==> config.mk <==
export PLATFORM = sky130hd
export DESIGN_NAME = gcd_controller
export DESIGN_NICKNAME = d
export VERILOG_FILES = /design/src/rtl/gcd_pkg.sv /design/src/rtl/gcd_iter_counter.sv /design/src/rtl/gcd_controller.sv
export SDC_FILE = /design/constraint.sdc
export NUM_CORES = 1
export LEC_CHECK = 0
export CORE_ASPECT_RATIO = 1.1
export CORE_MARGIN = 4
export CORE_UTILIZATION = 40
export CTS_BUF_LIST = sky130_fd_sc_hd__clkbuf_16
export DETAILED_ROUTE_END_ITERATION = 10
export DONT_BUFFER_PORTS = 1
export PLACE_DENSITY = 0.53
export SYNTH_ARGS = -nofsm -noshare
export SYNTH_HDL_FRONTEND = slang
export SYNTH_SLANG_ARGS = --single-unit
==> constraint.sdc <==
create_clock -name clock -period 4.3 [get_ports clock]
set_input_delay 0.86 -clock clock [delete_from_list [all_inputs] [get_ports clock]]
set_output_delay 0.86 -clock clock [all_outputs]
set_load 0.1 [all_outputs]
==> src/rtl/gcd_pkg.sv <==
// Shared definitions for the GCD controller and its subtract-compare datapath.
// Latency: n/a (types and constants only).
// Backpressure: n/a.
// Contents: controller state encoding, iteration counter width, default MAX_ITER.
package gcd_pkg;

  localparam int ITER_W = 16;

  // Default cap on subtraction cycles before the controller gives up.
  localparam logic [ITER_W-1:0] MAX_ITER_DEFAULT = 16'd65535;

  // State encoding, also decoded by the datapath bench.
  localparam logic [2:0] ST_IDLE   = 3'd0;
  localparam logic [2:0] ST_LOAD_A = 3'd1;
  localparam logic [2:0] ST_LOAD_B = 3'd2;
  localparam logic [2:0] ST_CMP    = 3'd3;
  localparam logic [2:0] ST_DONE   = 3'd4;
  localparam logic [2:0] ST_ERR    = 3'd5;

  typedef enum logic [2:0] {
    S_IDLE   = ST_IDLE,
    S_LOAD_A = ST_LOAD_A,
    S_LOAD_B = ST_LOAD_B,
    S_CMP    = ST_CMP,
    S_DONE   = ST_DONE,
    S_ERR    = ST_ERR
  } gcd_state_e;

endpackage

==> src/rtl/gcd_iter_counter.sv <==
// Saturating, clearable iteration counter for the GCD controller.
// Latency: count_o reflects clr_i/inc_i one clock after they are sampled.
// Backpressure: none; saturates at all-ones and never wraps.
// Ports: clock, reset_n (async active-low), clr_i (synchronous clear, wins
//        over inc_i), inc_i (count one cycle), count_o (current count).
module gcd_iter_counter #(
  parameter int W = 16
) (
  input  logic         clock,
  input  logic         reset_n,
  input  logic         clr_i,
  input  logic         inc_i,
  output logic [W-1:0] count_o
);

  logic [W-1:0] count_q;
  logic [W-1:0] count_d;

  always_comb begin
    count_d = count_q;
    if (clr_i) begin
      count_d = '0;
    end else if (inc_i && (count_q != {W{1'b1}})) begin
      count_d = count_q + 1'b1;
    end
  end

  always_ff @(posedge clock or negedge reset_n) begin
    if (!reset_n) begin
      count_q <= '0;
    end else begin
      count_q <= count_d;
    end
  end

  assign count_o = count_q;

endmodule

==> src/rtl/gcd_controller.sv <==
// Control FSM for a subtract-and-compare GCD datapath (Euclid by subtraction).
// Latency: 2 load cycles, then one subtraction per clock; done/error one clock after eq / limit.
// Backpressure: in_ready held in load states until in_valid; done/error held until ack.
// Ports: clock, reset_n (async active-low); start; in_valid/in_ready (operand
//        handshake); gt/lt/eq (datapath flags); ldA/ldB, sel1/sel2/sel_in
//        (datapath controls, combinational); ack; busy/done/error (registered
//        state decode); iter_count (subtraction cycles in current/last run).
module gcd_controller
  import gcd_pkg::*;
#(
  parameter logic [ITER_W-1:0] MAX_ITER = MAX_ITER_DEFAULT
) (
  input  logic              clock,
  input  logic              reset_n,
  input  logic              start,
  input  logic              in_valid,
  output logic              in_ready,
  input  logic              gt,
  input  logic              lt,
  input  logic              eq,
  output logic              ldA,
  output logic              ldB,
  output logic              sel1,
  output logic              sel2,
  output logic              sel_in,
  input  logic              ack,
  output logic              busy,
  output logic              done,
  output logic              error,
  output logic [ITER_W-1:0] iter_count
);

  gcd_state_e state_q;
  gcd_state_e state_d;
  logic       busy_q;
  logic       done_q;
  logic       error_q;
  logic       cnt_clr;
  logic       cnt_inc;
  logic       at_limit;

  assign at_limit = (iter_count == MAX_ITER);

  // Next state and combinational datapath controls.
  always_comb begin
    state_d  = state_q;
    in_ready = 1'b0;
    ldA      = 1'b0;
    ldB      = 1'b0;
    sel1     = 1'b0;
    sel2     = 1'b0;
    sel_in   = 1'b0;
    cnt_clr  = 1'b0;
    cnt_inc  = 1'b0;
    unique case (state_q)
      S_IDLE: begin
        if (start) begin
          state_d = S_LOAD_A;
          cnt_clr = 1'b1;
        end
      end
      S_LOAD_A: begin
        in_ready = 1'b1;
        if (in_valid) begin
          ldA     = 1'b1;
          state_d = S_LOAD_B;
        end
      end
      S_LOAD_B: begin
        in_ready = 1'b1;
        if (in_valid) begin
          ldB     = 1'b1;
          state_d = S_CMP;
        end
      end
      S_CMP: begin
        // eq wins over the limit so a run that converges on the last
        // permitted subtraction still reports a result.
        if (eq) begin
          state_d = S_DONE;
        end else if (at_limit) begin
          state_d = S_ERR;
        end else if (gt) begin
          sel1    = 1'b1;
          sel_in  = 1'b1;
          ldA     = 1'b1;
          cnt_inc = 1'b1;
        end else if (lt) begin
          sel2    = 1'b1;
          sel_in  = 1'b1;
          ldB     = 1'b1;
          cnt_inc = 1'b1;
        end
      end
      S_DONE, S_ERR: begin
        if (ack) begin
          state_d = S_IDLE;
        end
      end
      default: begin
        state_d = S_IDLE;
      end
    endcase
  end

  // Status flags are registered from the next state so they track the
  // state register exactly while coming straight out of flops.
  always_ff @(posedge clock or negedge reset_n) begin
    if (!reset_n) begin
      state_q <= S_IDLE;
      busy_q  <= 1'b0;
      done_q  <= 1'b0;
      error_q <= 1'b0;
    end else begin
      state_q <= state_d;
      busy_q  <= (state_d == S_LOAD_A) || (state_d == S_LOAD_B) || (state_d == S_CMP);
      done_q  <= (state_d == S_DONE);
      error_q <= (state_d == S_ERR);
    end
  end

  assign busy  = busy_q;
  assign done  = done_q;
  assign error = error_q;

  gcd_iter_counter #(
    .W (ITER_W)
  ) u_iter_counter (
    .clock   (clock),
    .reset_n (reset_n),
    .clr_i   (cnt_clr),
    .inc_i   (cnt_inc),
    .count_o (iter_count)
  );

endmodule

* After elaboration in Yosys (flattened, before gate mapping)
Cells that the tools add are included.
** Cells by class
- Multipliers :: 0
- Reductions and logical operators :: 7
- Bitwise gates (word level) :: 0
- Shift-type cells :: 0
- Order comparisons :: 0
- Add/sub/neg operators :: 1
- Muxes and demuxes :: 28
- Equality and inequality tests :: 12
- Div/mod/pow operators :: 0
** Operators with widths (number)
- 16-bit 2-to-1 mux :: 2
- 3-bit 2-to-1 mux :: 6
- 1-bit 2-to-1 mux :: 17
- 16-bit by 1-bit adder with 16-bit output, second input constant :: 1
- 16-bit equality test, second input constant :: 1
- 16-bit != test, second input constant :: 1
- 3-bit case mux with 5 select lines :: 1
- 3-bit by 2-bit equality test with 1-bit output, second input constant :: 4
- 3-bit equality test, second input constant :: 4
- 3-bit by 1-bit equality test with 1-bit output, second input constant :: 2
- 1-bit case mux with 2 select lines :: 2
- 2-bit OR reduction :: 2
- 3-bit zero test :: 1
- 1-bit logical OR :: 2
- 2-bit nonzero test :: 1
- 1-bit logical AND :: 1
** Word-level totals
- Latch bits :: 0
- Logic and storage cells :: 53
- Bits in writable memories :: 0
- Bits of input ports :: 8
- Output and inout bits :: 25
- Bits in read-only memories :: 0
- Register bits :: 22
- Memories :: 0

* Longest topological paths before layout
- Depth after elaboration :: 8
- Depth in mapped cells :: 7
- Mapped depth without buffers :: 5

* Modules after synthesis
From an unflattened synthesis, not the netlist that was laid out.
** Second synthesis, totals
- Cells, all modules :: 140
- Area, all modules :: 1341.3 µm²
** By module, submodules not included
- gcd_iter_counter :: times used 1, area each 942.2 µm², seq. area each 400.4 µm², cells each 98
- gcd_controller :: times used 1, area each 399.1 µm², seq. area each 150.1 µm², cells each 42

* Least setup slack after synthesis
Ideal clock, no wire load.
- Kind :: reg-to-output
- Start :: reg u_iter_counter.count_q[0] (netlist: u_iter_counter.count_o[0])
- End :: out ldB
- Path buffers :: 0
- Data required time :: 3.440 ns
- Cell stages (with the launch flop) :: 6
- Path slack :: -0.532 ns
- Data arrival time :: 3.972 ns
- Cell sequence :: dfrtp_1 -> ha_1 -> and4_4 -> a41oi_1 -> a32oi_1 -> nor3b_1
** On the way
- Longest elaborated chain between the ends :: 4
** Ends and longest elaborated chain
- start: declaration :: RTL line gcd_iter_counter.sv:16 : logic [W-1:0] count_q;
- start signal: assignment :: RTL line gcd_iter_counter.sv:32 : count_q <= count_d;
- 16-bit equality test :: RTL line gcd_controller.sv:42 : assign at_limit = (iter_count == MAX_ITER);
- 1-bit 2-to-1 mux :: RTL line gcd_controller.sv:81 : end else if (at_limit) begin
- 1-bit 2-to-1 mux :: RTL line gcd_controller.sv:79 : if (eq) begin
- 1-bit case mux with 2 select lines :: RTL line gcd_controller.sv:55 : unique case (state_q)
- end: declaration :: RTL line gcd_controller.sv:22 : output logic ldB,
No other way between the ends.

* Worst setup path in the final report
- Start :: reg u_iter_counter.count_q[3] (netlist: u_iter_counter.count_o[3])
- End :: out ldB
The elaborated chain is that of the path after synthesis.

==> metrics.txt <==
Detailed Place HPWL 2.54 mm; library cells used by synthesis 42; Die ar. 4450 µm²; Pins Over Slew Limit 0; Site Rows 22; switching share of power 0.536; # IOs 33; Post-Synthesis Cells 146; CTS Buffer Depth 2; fillers 323; Layout area overhead 17.9%; outcome finished clean; post-synthesis net count 155; Avg Inst Size Synth 9.44 µm²; DRC viols 0; overall routing resource usage 0.161; PostCTS Resize Cnt 0; critical path's largest stage delay 1.00 ns; VDD IR max 145 µV; share of layout cells above drive strength 1 0.226; most area-consuming cells after synthesis dfrtp_1 (40%), a21oi_1 (4.7%), mux2i_1 (4.4%), nand3_1 (3.6%), nand2_1 (3.5%); most common cell after layout, fill and taps aside dfrtp_1; Root Driver clkbuf_16; Final WS setup 0.927 ns; Die Y-Extent 69.6 µm; combinational cell fraction of total power 0.431; WP buf/inv 1; Placed Cells 204; first-pass GRT wire length 5.83 mm; register area share after synthesis 0.399; FMAX 0.296 GHz; Post-synth EDFFs 0; clock sink count 22; Tmin final 3.37 ns; Final Setup Violations 0; Wirelength per Cell 16.7 µm; crit path max fanout 6; share of flip-flops with an asynchronous set or reset 1.00; share of the synthesized area in the top cell type 0.399; Post-Syn Area 1380 µm²; clock buffer count from CTS 3; class of the worst hold path input pin to asynchronous set/reset pin; hold_buf cts 0; 1st-pass router iterations 4; CP Cell Sequence and4_4 > a41oi_1 > a32oi_1 > nor3b_4 > buf_4; RSZ-0062 raised after global routing false; antenna violations before repair 0; Place WS 1.19 ns; Worst-Skew Late Latency 0.25 ns; core area 3330 µm²; period utilisation layout 0.784; Critical-path top delay cell dfrtp_1; pwr/cell area 599 nW/µm²; Max-Cap Viols 0; Finished Layout Cells 207; vias in the first global route 1,195; # diodes 0; TritonCTS clock tree done; cell family with most CP delay flip-flops; final setup TNS 0 ns; critical path launch point type flip-flop; Via-to-Cell Ratio 5.91; Flop pwr share 0.369; Hold Vio Cnt, Final 0; number of synthesized register bits 22; Post-Route WL 3.46 mm; Final ANT Viol Nets 0; Worst Clk Skew 0.00190 ns; Initial Util 0.414; Top FF cell, synth dfrtp_1; post-CTS setup buffers 0; Psw 0.521 mW; clock share of power 0.200; port bufs 0; final core utilization 0.488; synth warn 0; Critical Path RT 3.44 ns; Clock transition at path regs 0.06 ns; Die X 64.0 µm; routability cong. 0.743; Setup crit end kind output pin; global route overflow 0; # H-tree levels 1; Worst slew margin 0.291; Detailed Route Iter0 Violations 134; leading area contributor after synthesis dfrtp_1; most used cells in the layout excluding fill and tap cells dfrtp_1 (22), buf_4 (18), nand2_1 (13); P_leak 0.679 nW; CP arrival 2.51 ns; critical path type flip-flop to output pin; largest net degree at the start of global routing 23; Power Internal 0.452 mW; DR vias 1,224; actual slew at the worst max-slew pin 1.06 ns; nets 170
-- final timing paths --
| check | start | depth (start not counted) | endpoint | slack, ns |
|---|---|---|---|---|
| worst max-delay path | u_iter_counter.count_o[3] | 5 | ldB | 0.93 |
| worst min-delay path | reset_n | 0 | done | 0.30 |
| worst max register to register | u_iter_counter.count_o[3] | 4 | error | 1.92 |
| worst min register to register | state_q[2] | 1 | state_q[1] | 0.72 |
| max in group asynchronous | reset_n | 0 | u_iter_counter.count_o[2] | 3.92 |
| min in group clock | eq | 1 | error | 0.71 |
-- cell type report --
class	count	area (µm²)	area share
Multi-Input combinational cell	115	801	0.493
Sequential cell	22	551	0.339
Timing Repair Buffer	18	135	0.0831
Clock buffer	3	75.1	0.0462
Tap cell	48	60.1	0.0370
Inverter	1	3.75	0.00231
-- routing by layer --
layer | global-route usage | up-vias | wire (µm)
met4 | 0.0528 | 0 | 34
met2 | 0.265 | 37 | 1670
met5 | 0 | - | 0
met1 | 0.201 | 593 | 1510
li1 | - | 589 | -
met3 | 0.0470 | 5 | 247
-- flip-flops by register name, summed over array words and instances (netlist names) --
| signal | cells |
|---|---|
| done | 1 |
| state_q | 3 |
| error | 1 |
| busy | 1 |
| u_iter_counter.count_o | 16 |
-- synth_stat cells (2+ instances only) --
cell type / instances
nand2_1: 13
and3_1: 4
nor2_1: 6
dfrtp_1: 22
nand2b_1: 7
buf_2: 2
nor4b_2: 2
a21oi_1: 13
clkbuf_1: 4
and2_1: 3
and4_4: 4
or4_1: 6
or3_1: 2
mux2i_1: 6
nand3_1: 10
nor4_1: 2
o21ai_0: 7
o31ai_1: 6
a311oi_1: 2
nand4_1: 3
-- per-stage QoR --
stage	hold slack (ns)	power, mW	area [µm²]
3_5_place_dp	0.565	0.786	1550
2_1_floorplan	0.564	0.711	1380
4_1_cts	0.293	0.982	1630
5_1_grt	0.289	1.02	1630
3_3_place_gp	0.565	0.780	1550
6_report	0.296	0.973	1630
-- power groups by stage --
stage | Clock (mW) | Sequential [mW] | Combinational [mW]
2_1_floorplan | 0 | 0.398 | 0.312
3_3_place_gp | 0 | 0.363 | 0.417
3_5_place_dp | 0 | 0.364 | 0.423
4_1_cts | 0.200 | 0.359 | 0.423
5_1_grt | 0.206 | 0.368 | 0.445
6_report | 0.195 | 0.359 | 0.419
-- cells by family (layout without fill, tap and decap cells) --
kind of cell | Yosys count | after routing | share of synthesized area
compound gates | 35 | 35 | 0.162
flops | 22 | 22 | 0.399
fa+ha+maj | 1 | 1 | 0.00907
xor+xnor | 1 | 1 | 0.00635
simple gates | 72 | 72 | 0.346
buf+inv | 9 | 22 | 0.0345
mux | 6 | 6 | 0.0436
-- worst reg2reg max path, cell delays in order, from the launching register on --
cell	delay (ns)
dfrtp_1	1.00
and4_4	0.42
and4_4	0.39
o21ai_0	0.14
o41ai_1	0.32
Power figures use the tool's default switching activity.
